===== src/rtl/clk_tick_gen.sv =====
// clk_tick_gen: qualifies PLL lock, drives the peripheral reset and produces
// single-cycle clock-enable ticks (UART oversample, SPI edge, 1 ms) from CLK_FREQ_HZ.
module clk_tick_gen #(
   parameter int unsigned CLK_FREQ_HZ        = 66_000_000,
   parameter int unsigned UART_BAUD          = 115_200,
   parameter int unsigned UART_OVERSAMPLE    = 16,
   parameter int unsigned SPI_SCLK_HZ        = 1_000_000,
   parameter int unsigned LOCK_STABLE_CYCLES = 1024,
   parameter int unsigned USE_LOCK           = 1
) (
   input  logic i_sys_clk,
   input  logic i_reset,
   input  logic i_pll_lock,
   output logic o_ready,
   output logic o_periph_rst,
   output logic o_uart_tick,
   output logic o_spi_tick,
   output logic o_ms_tick
);

   localparam int unsigned SPI_DIV  = CLK_FREQ_HZ / (2 * SPI_SCLK_HZ);
   localparam int unsigned MS_DIV   = CLK_FREQ_HZ / 1000;
   localparam int unsigned UART_INC = UART_BAUD * UART_OVERSAMPLE;

   localparam int unsigned SPI_W  = (SPI_DIV > 1) ? $clog2(SPI_DIV) : 1;
   localparam int unsigned MS_W   = (MS_DIV > 1) ? $clog2(MS_DIV) : 1;
   localparam int unsigned STAB_W = (LOCK_STABLE_CYCLES > 1) ? $clog2(LOCK_STABLE_CYCLES) : 1;
   localparam int unsigned ACC_W  = $clog2(CLK_FREQ_HZ) + 1;

   localparam logic [SPI_W-1:0]  SPI_LAST  = SPI_W'(SPI_DIV - 1);
   localparam logic [MS_W-1:0]   MS_LAST   = MS_W'(MS_DIV - 1);
   localparam logic [STAB_W-1:0] STAB_LAST = STAB_W'(LOCK_STABLE_CYCLES - 1);
   localparam logic [ACC_W:0]    INC_EXT   = (ACC_W + 1)'(UART_INC);
   localparam logic [ACC_W:0]    FREQ_EXT  = (ACC_W + 1)'(CLK_FREQ_HZ);

   if (SPI_DIV < 1) begin : g_err_spi_div
      $error("clk_tick_gen: SPI_DIV must be at least 1");
   end
   if (MS_DIV < 1) begin : g_err_ms_div
      $error("clk_tick_gen: MS_DIV must be at least 1");
   end
   if (UART_INC >= CLK_FREQ_HZ) begin : g_err_uart_inc
      $error("clk_tick_gen: UART_BAUD*UART_OVERSAMPLE must be below CLK_FREQ_HZ");
   end

   typedef enum logic [1:0] {WAIT_LOCK, STABLE, RUN} state_t;

   state_t            state;
   logic [1:0]        lock_sync;
   logic              lock_s;
   logic [STAB_W-1:0] stab_cnt;
   logic              run_next;
   logic [SPI_W-1:0]  spi_cnt;
   logic [MS_W-1:0]   ms_cnt;
   logic [ACC_W-1:0]  acc;
   logic [ACC_W:0]    acc_sum;

   always_ff @(posedge i_sys_clk) begin
      if (i_reset) lock_sync <= '0;
      else         lock_sync <= {lock_sync[0], i_pll_lock};
   end

   assign lock_s = (USE_LOCK != 0) ? lock_sync[1] : 1'b1;

   // Next cycle is a RUN cycle; ticks and o_ready are registered against this
   // so they line up with the state they describe.
   always_comb begin
      run_next = 1'b0;
      if (lock_s) begin
         run_next = (state == RUN) || ((state == STABLE) && (stab_cnt == STAB_LAST));
      end
   end

   always_ff @(posedge i_sys_clk) begin
      if (i_reset) begin
         state        <= WAIT_LOCK;
         stab_cnt     <= '0;
         o_ready      <= 1'b0;
         o_periph_rst <= 1'b1;
      end else begin
         o_ready      <= run_next;
         o_periph_rst <= ~run_next;
         unique case (state)
            WAIT_LOCK: begin
               if (lock_s) begin
                  state    <= STABLE;
                  stab_cnt <= '0;
               end
            end
            STABLE: begin
               if (!lock_s)                    state    <= WAIT_LOCK;
               else if (stab_cnt == STAB_LAST) state    <= RUN;
               else                            stab_cnt <= stab_cnt + 1'b1;
            end
            RUN: begin
               if (!lock_s) state <= WAIT_LOCK;
            end
            default: state <= WAIT_LOCK;
         endcase
      end
   end

   assign acc_sum = {1'b0, acc} + INC_EXT;

   always_ff @(posedge i_sys_clk) begin
      if (i_reset || !run_next) begin
         spi_cnt     <= '0;
         ms_cnt      <= '0;
         acc         <= '0;
         o_spi_tick  <= 1'b0;
         o_ms_tick   <= 1'b0;
         o_uart_tick <= 1'b0;
      end else begin
         if (spi_cnt == SPI_LAST) begin
            spi_cnt    <= '0;
            o_spi_tick <= 1'b1;
         end else begin
            spi_cnt    <= spi_cnt + 1'b1;
            o_spi_tick <= 1'b0;
         end
         if (ms_cnt == MS_LAST) begin
            ms_cnt    <= '0;
            o_ms_tick <= 1'b1;
         end else begin
            ms_cnt    <= ms_cnt + 1'b1;
            o_ms_tick <= 1'b0;
         end
         if (acc_sum >= FREQ_EXT) begin
            acc         <= ACC_W'(acc_sum - FREQ_EXT);
            o_uart_tick <= 1'b1;
         end else begin
            acc         <= ACC_W'(acc_sum);
            o_uart_tick <= 1'b0;
         end
      end
   end

endmodule


===== config.mk =====
export PLATFORM = sky130hd
export DESIGN_NAME = clk_tick_gen
export DESIGN_NICKNAME = d
export VERILOG_FILES = /design/src/rtl/clk_tick_gen.sv
export SDC_FILE = /design/constraint.sdc
export NUM_CORES = 1
export LEC_CHECK = 0
export ABC_AREA = 0
export BUFFER_PORTS_ARGS = -buffer_cell sky130_fd_sc_hd__buf_2
export CAP_MARGIN = 0
export CORE_UTILIZATION = 35
export CTS_CLUSTER_DIAMETER = 150
export DETAILED_ROUTE_END_ITERATION = 16
export GPL_ROUTABILITY_DRIVEN = 0
export SYNTH_ARGS = -nofsm -noshare
export SYNTH_HDL_FRONTEND = slang
export SYNTH_SLANG_ARGS = --single-unit

===== constraint.sdc =====
create_clock -name i_sys_clk -period 3.7 [get_ports i_sys_clk]
set_clock_uncertainty 0.1 [all_clocks]
set_input_delay 0.185 -clock i_sys_clk [delete_from_list [all_inputs] [get_ports i_sys_clk]]
set_output_delay 0.185 -clock i_sys_clk [all_outputs]
set_load 0.01 [all_outputs]

==> impl_metrics.json <==
{
  "status": "completed",
  "port_buffers": 7,
  "grt-busiest-layer": "met2",
  "syn_area_per_cell_um2": 8.40,
  "grt_start_max_net_pins": 25,
  "netlist_instances": 380,
  "use_met1": 0.178,
  "timing.final.crit_share": 0.838,
  "p_sw_frac": 0.196,
  "root_buffer": "clkbuf_8",
  "p_clk_frac": 0.507,
  "grt_pass1_vias": 2502,
  "synth_top_flop_cell": "dfxtp_1",
  "post-place-ws_ns": 0.659,
  "start_util": 0.364,
  "path_max_fanout": 12,
  "drt_iter0_drc": 130,
  "grt-ovfl-total": 0,
  "worstSetupStartpointType": "flop",
  "ys_seq_elements": 62,
  "via_per_inst": 5.24,
  "synth-seq-area-share": 0.389,
  "setup_viol_count_final": 0,
  "track_usage": 0.150,
  "cts_tree": "built",
  "htreeDepth": 3,
  "post_cts_resized": 0,
  "cap_violations": 0,
  "async_flop_share": 0,
  "fp.dieH_um": 97.5,
  "synth_fp_nets": 390,
  "die_x_um": 97.5,
  "finalHoldViolations": 0,
  "hp-class": "reg -> reg",
  "vias": 2638,
  "worstPathArrival_ns": 3.27,
  "synthDistinctLibCells": 62,
  "switchingPower_mw": 0.269,
  "postCtsSetupBuffers": 0,
  "nets": 400,
  "fin_hold_ws_ns": 0.358,
  "ant_nets": 0,
  "slew_viol_final": 0,
  "setup_slack_ns": 0.599,
  "r2r_slack_ns": 0.60,
  "combinationalPowerShare": 0.007,
  "rsz0062_at_grt": "false",
  "tightestPinTransition_ns": 0.709,
  "gr-usage-met3": 0.0468,
  "fin_cells": 503,
  "peakVddDrop_mv": 0.158,
  "ios": 8,
  "grt_pass1_wl_mm": 11.4,
  "drive_gt1_frac": 0.0962,
  "clock_path_buffers": 2,
  "wire_per_inst_um": 13.2,
  "gr-usage-met2": 0.243,
  "syn_to_final_growth_pct": 11.8,
  "drc_errors": 0,
  "leakagePower_nw": 1.21,
  "relSlewSlack": 0.525,
  "diodes": 0,
  "clock_latency_ns": 0.35,
  "worstSetupPathType": "reg -> reg",
  "syn_area_um2": 3190,
  "placeableCoreArea_um2": 8760,
  "routed_wl_mm": 6.62,
  "crit_required_ns": 3.87,
  "numCtsBuffers": 9,
  "internal_power_mw": 1.11,
  "synth_warnings": 0,
  "fmax_ghz": 0.322,
  "layout_min_cycle_time_ns": 3.10,
  "p_per_area_nw_per_um2": 386,
  "placed_cells": 484,
  "setup_tns_ns": 0,
  "fin_util": 0.407,
  "cts_sinks": 62,
  "synth_enable_flop_cells": 0,
  "grt_antenna_before_repair": 0,
  "clk_pin_slew_ns": 0.07,
  "die_area_um2": 9500,
  "hpwl_mm": 4.51,
  "sequentialPowerShare": 0.486,
  "drtPass1Iterations": 4,
  "row_count": 34,
  "cp-end-kind": "flop"
}
sequential cells by signal, summed over array words and instances, names as in the netlist:
name,count
stab_cnt,10
ms_cnt,17
o_periph_rst,1
o_ms_tick,1
o_uart_tick,1
acc,20
o_ready,1
lock_sync,2
state,2
spi_cnt,6
o_spi_tick,1
cells in the final DEF (no fill, tap or decap), types with 3 or more instances in the layout:
master         count
a21oi_1           21
a22oi_1            3
a31oi_1            3
and3_1            11
buf_2              7
clkbuf_8          12
dfxtp_1           62
dlygate4sd3_1      3
ha_1               7
inv_1             11
nand2_1           23
nand2b_1           5
nand3_1           18
nand4_1           11
nor2_1            53
nor2b_1            4
nor3_1            14
nor3b_1            5
o21ai_0           16
o31ai_1            5
or3_1             10
xnor2_1           20
xor2_1            18
layout make-up:
cell class	count	area (um2)
timing repair buffer	11	72.6
clock inverter	3	65.1
clock buffer	13	169
inverter	12	45.0
tap	108	135
multi-input combinational	294	1840
sequential	62	1240
fill	904	5190
worst max-delay path, cell delays in order, from the launching register on:
cell and delay [ns]:
dfxtp_1 0.50, ha_1 0.47, nand4_1 0.16, or4b_1 0.49
nand4_1 0.14, a31oi_1 0.13, o31ai_2 0.61, a21boi_0 0.22
nor3_1 0.18
path summary, 6_finish.rpt:
check / from / end / cells after the start
worst max-delay path: acc[13]$_SDFF_PP0_ / acc[13]$_SDFF_PP0_ / 8
worst min-delay path: ms_cnt[0]$_SDFF_PP0_ / ms_cnt[0]$_SDFF_PP0_ / 1
worst max register to register: acc[13]$_SDFF_PP0_ / acc[13]$_SDFF_PP0_ / 8
worst min register to register: ms_cnt[0]$_SDFF_PP0_ / ms_cnt[0]$_SDFF_PP0_ / 1
Yosys cell counts (6+ instances only):
cell	number	area share
and3_1	11	0.022
ha_1	7	0.027
xor2_1	18	0.049
nand3_1	18	0.028
nor2_1	53	0.062
dfxtp_1	62	0.39
xnor2_1	20	0.055
inv_1	11	0.013
o21ai_0	16	0.025
nand4_1	11	0.022
buf_2	6	0.0094
or3_1	10	0.020
a21oi_1	21	0.033
nor3_1	14	0.022
nand2_1	23	0.027
power by group through the flow:
| stage | Clock [mW] | Combinational (mW) | Sequential (mW) |
|---|---|---|---|
| after detailed placement | 0 | 0.00721 | 0.684 |
| after CTS | 0.721 | 0.00968 | 0.669 |
| after floorplan | 0 | 0.00432 | 0.684 |
| after global placement | 0 | 0.00714 | 0.684 |
| after global routing | 0.746 | 0.0108 | 0.669 |
| final | 0.697 | 0.00959 | 0.669 |
layer usage:
layer  wire length [um]  vias up  share of wire
li1                   -     1367              -
met4                143        0          0.022
met3                204       15          0.031
met2               3010       30           0.46
met5                  0        -              0
met1               3250     1226           0.49
cells by family (layout without fill, tap and decap cells):
kind of cell             Yosys count  after routing  synth area share
AO/OA/AOI/OAI                     75             75             0.158
XOR/XNOR                          38             38             0.104
adder cells (fa/ha/maj)            7              7            0.0274
buffers and inverters             24             39            0.0341
flip-flops                        62             62             0.389
multiplexers                       2              2           0.00667
AND/OR/NAND/NOR                  172            172             0.281
repair_timing:
| item | CTS | global route |
|---|---|---|
| endpoints found under the hold margin | 5 | 0 |
| endpoints found under the setup margin | 0 | 0 |
| hold buffers | 3 | 0 |
through the flow:
stage | total power [mW] | instance area (um2)
2_1_floorplan | 0.688 | 3190
3_3_place_gp | 0.691 | 3300
3_5_place_dp | 0.692 | 3300
4_1_cts | 1.40 | 3570
5_1_grt | 1.43 | 3570
6_report | 1.38 | 3570
(Power assumes the default switching activity.)
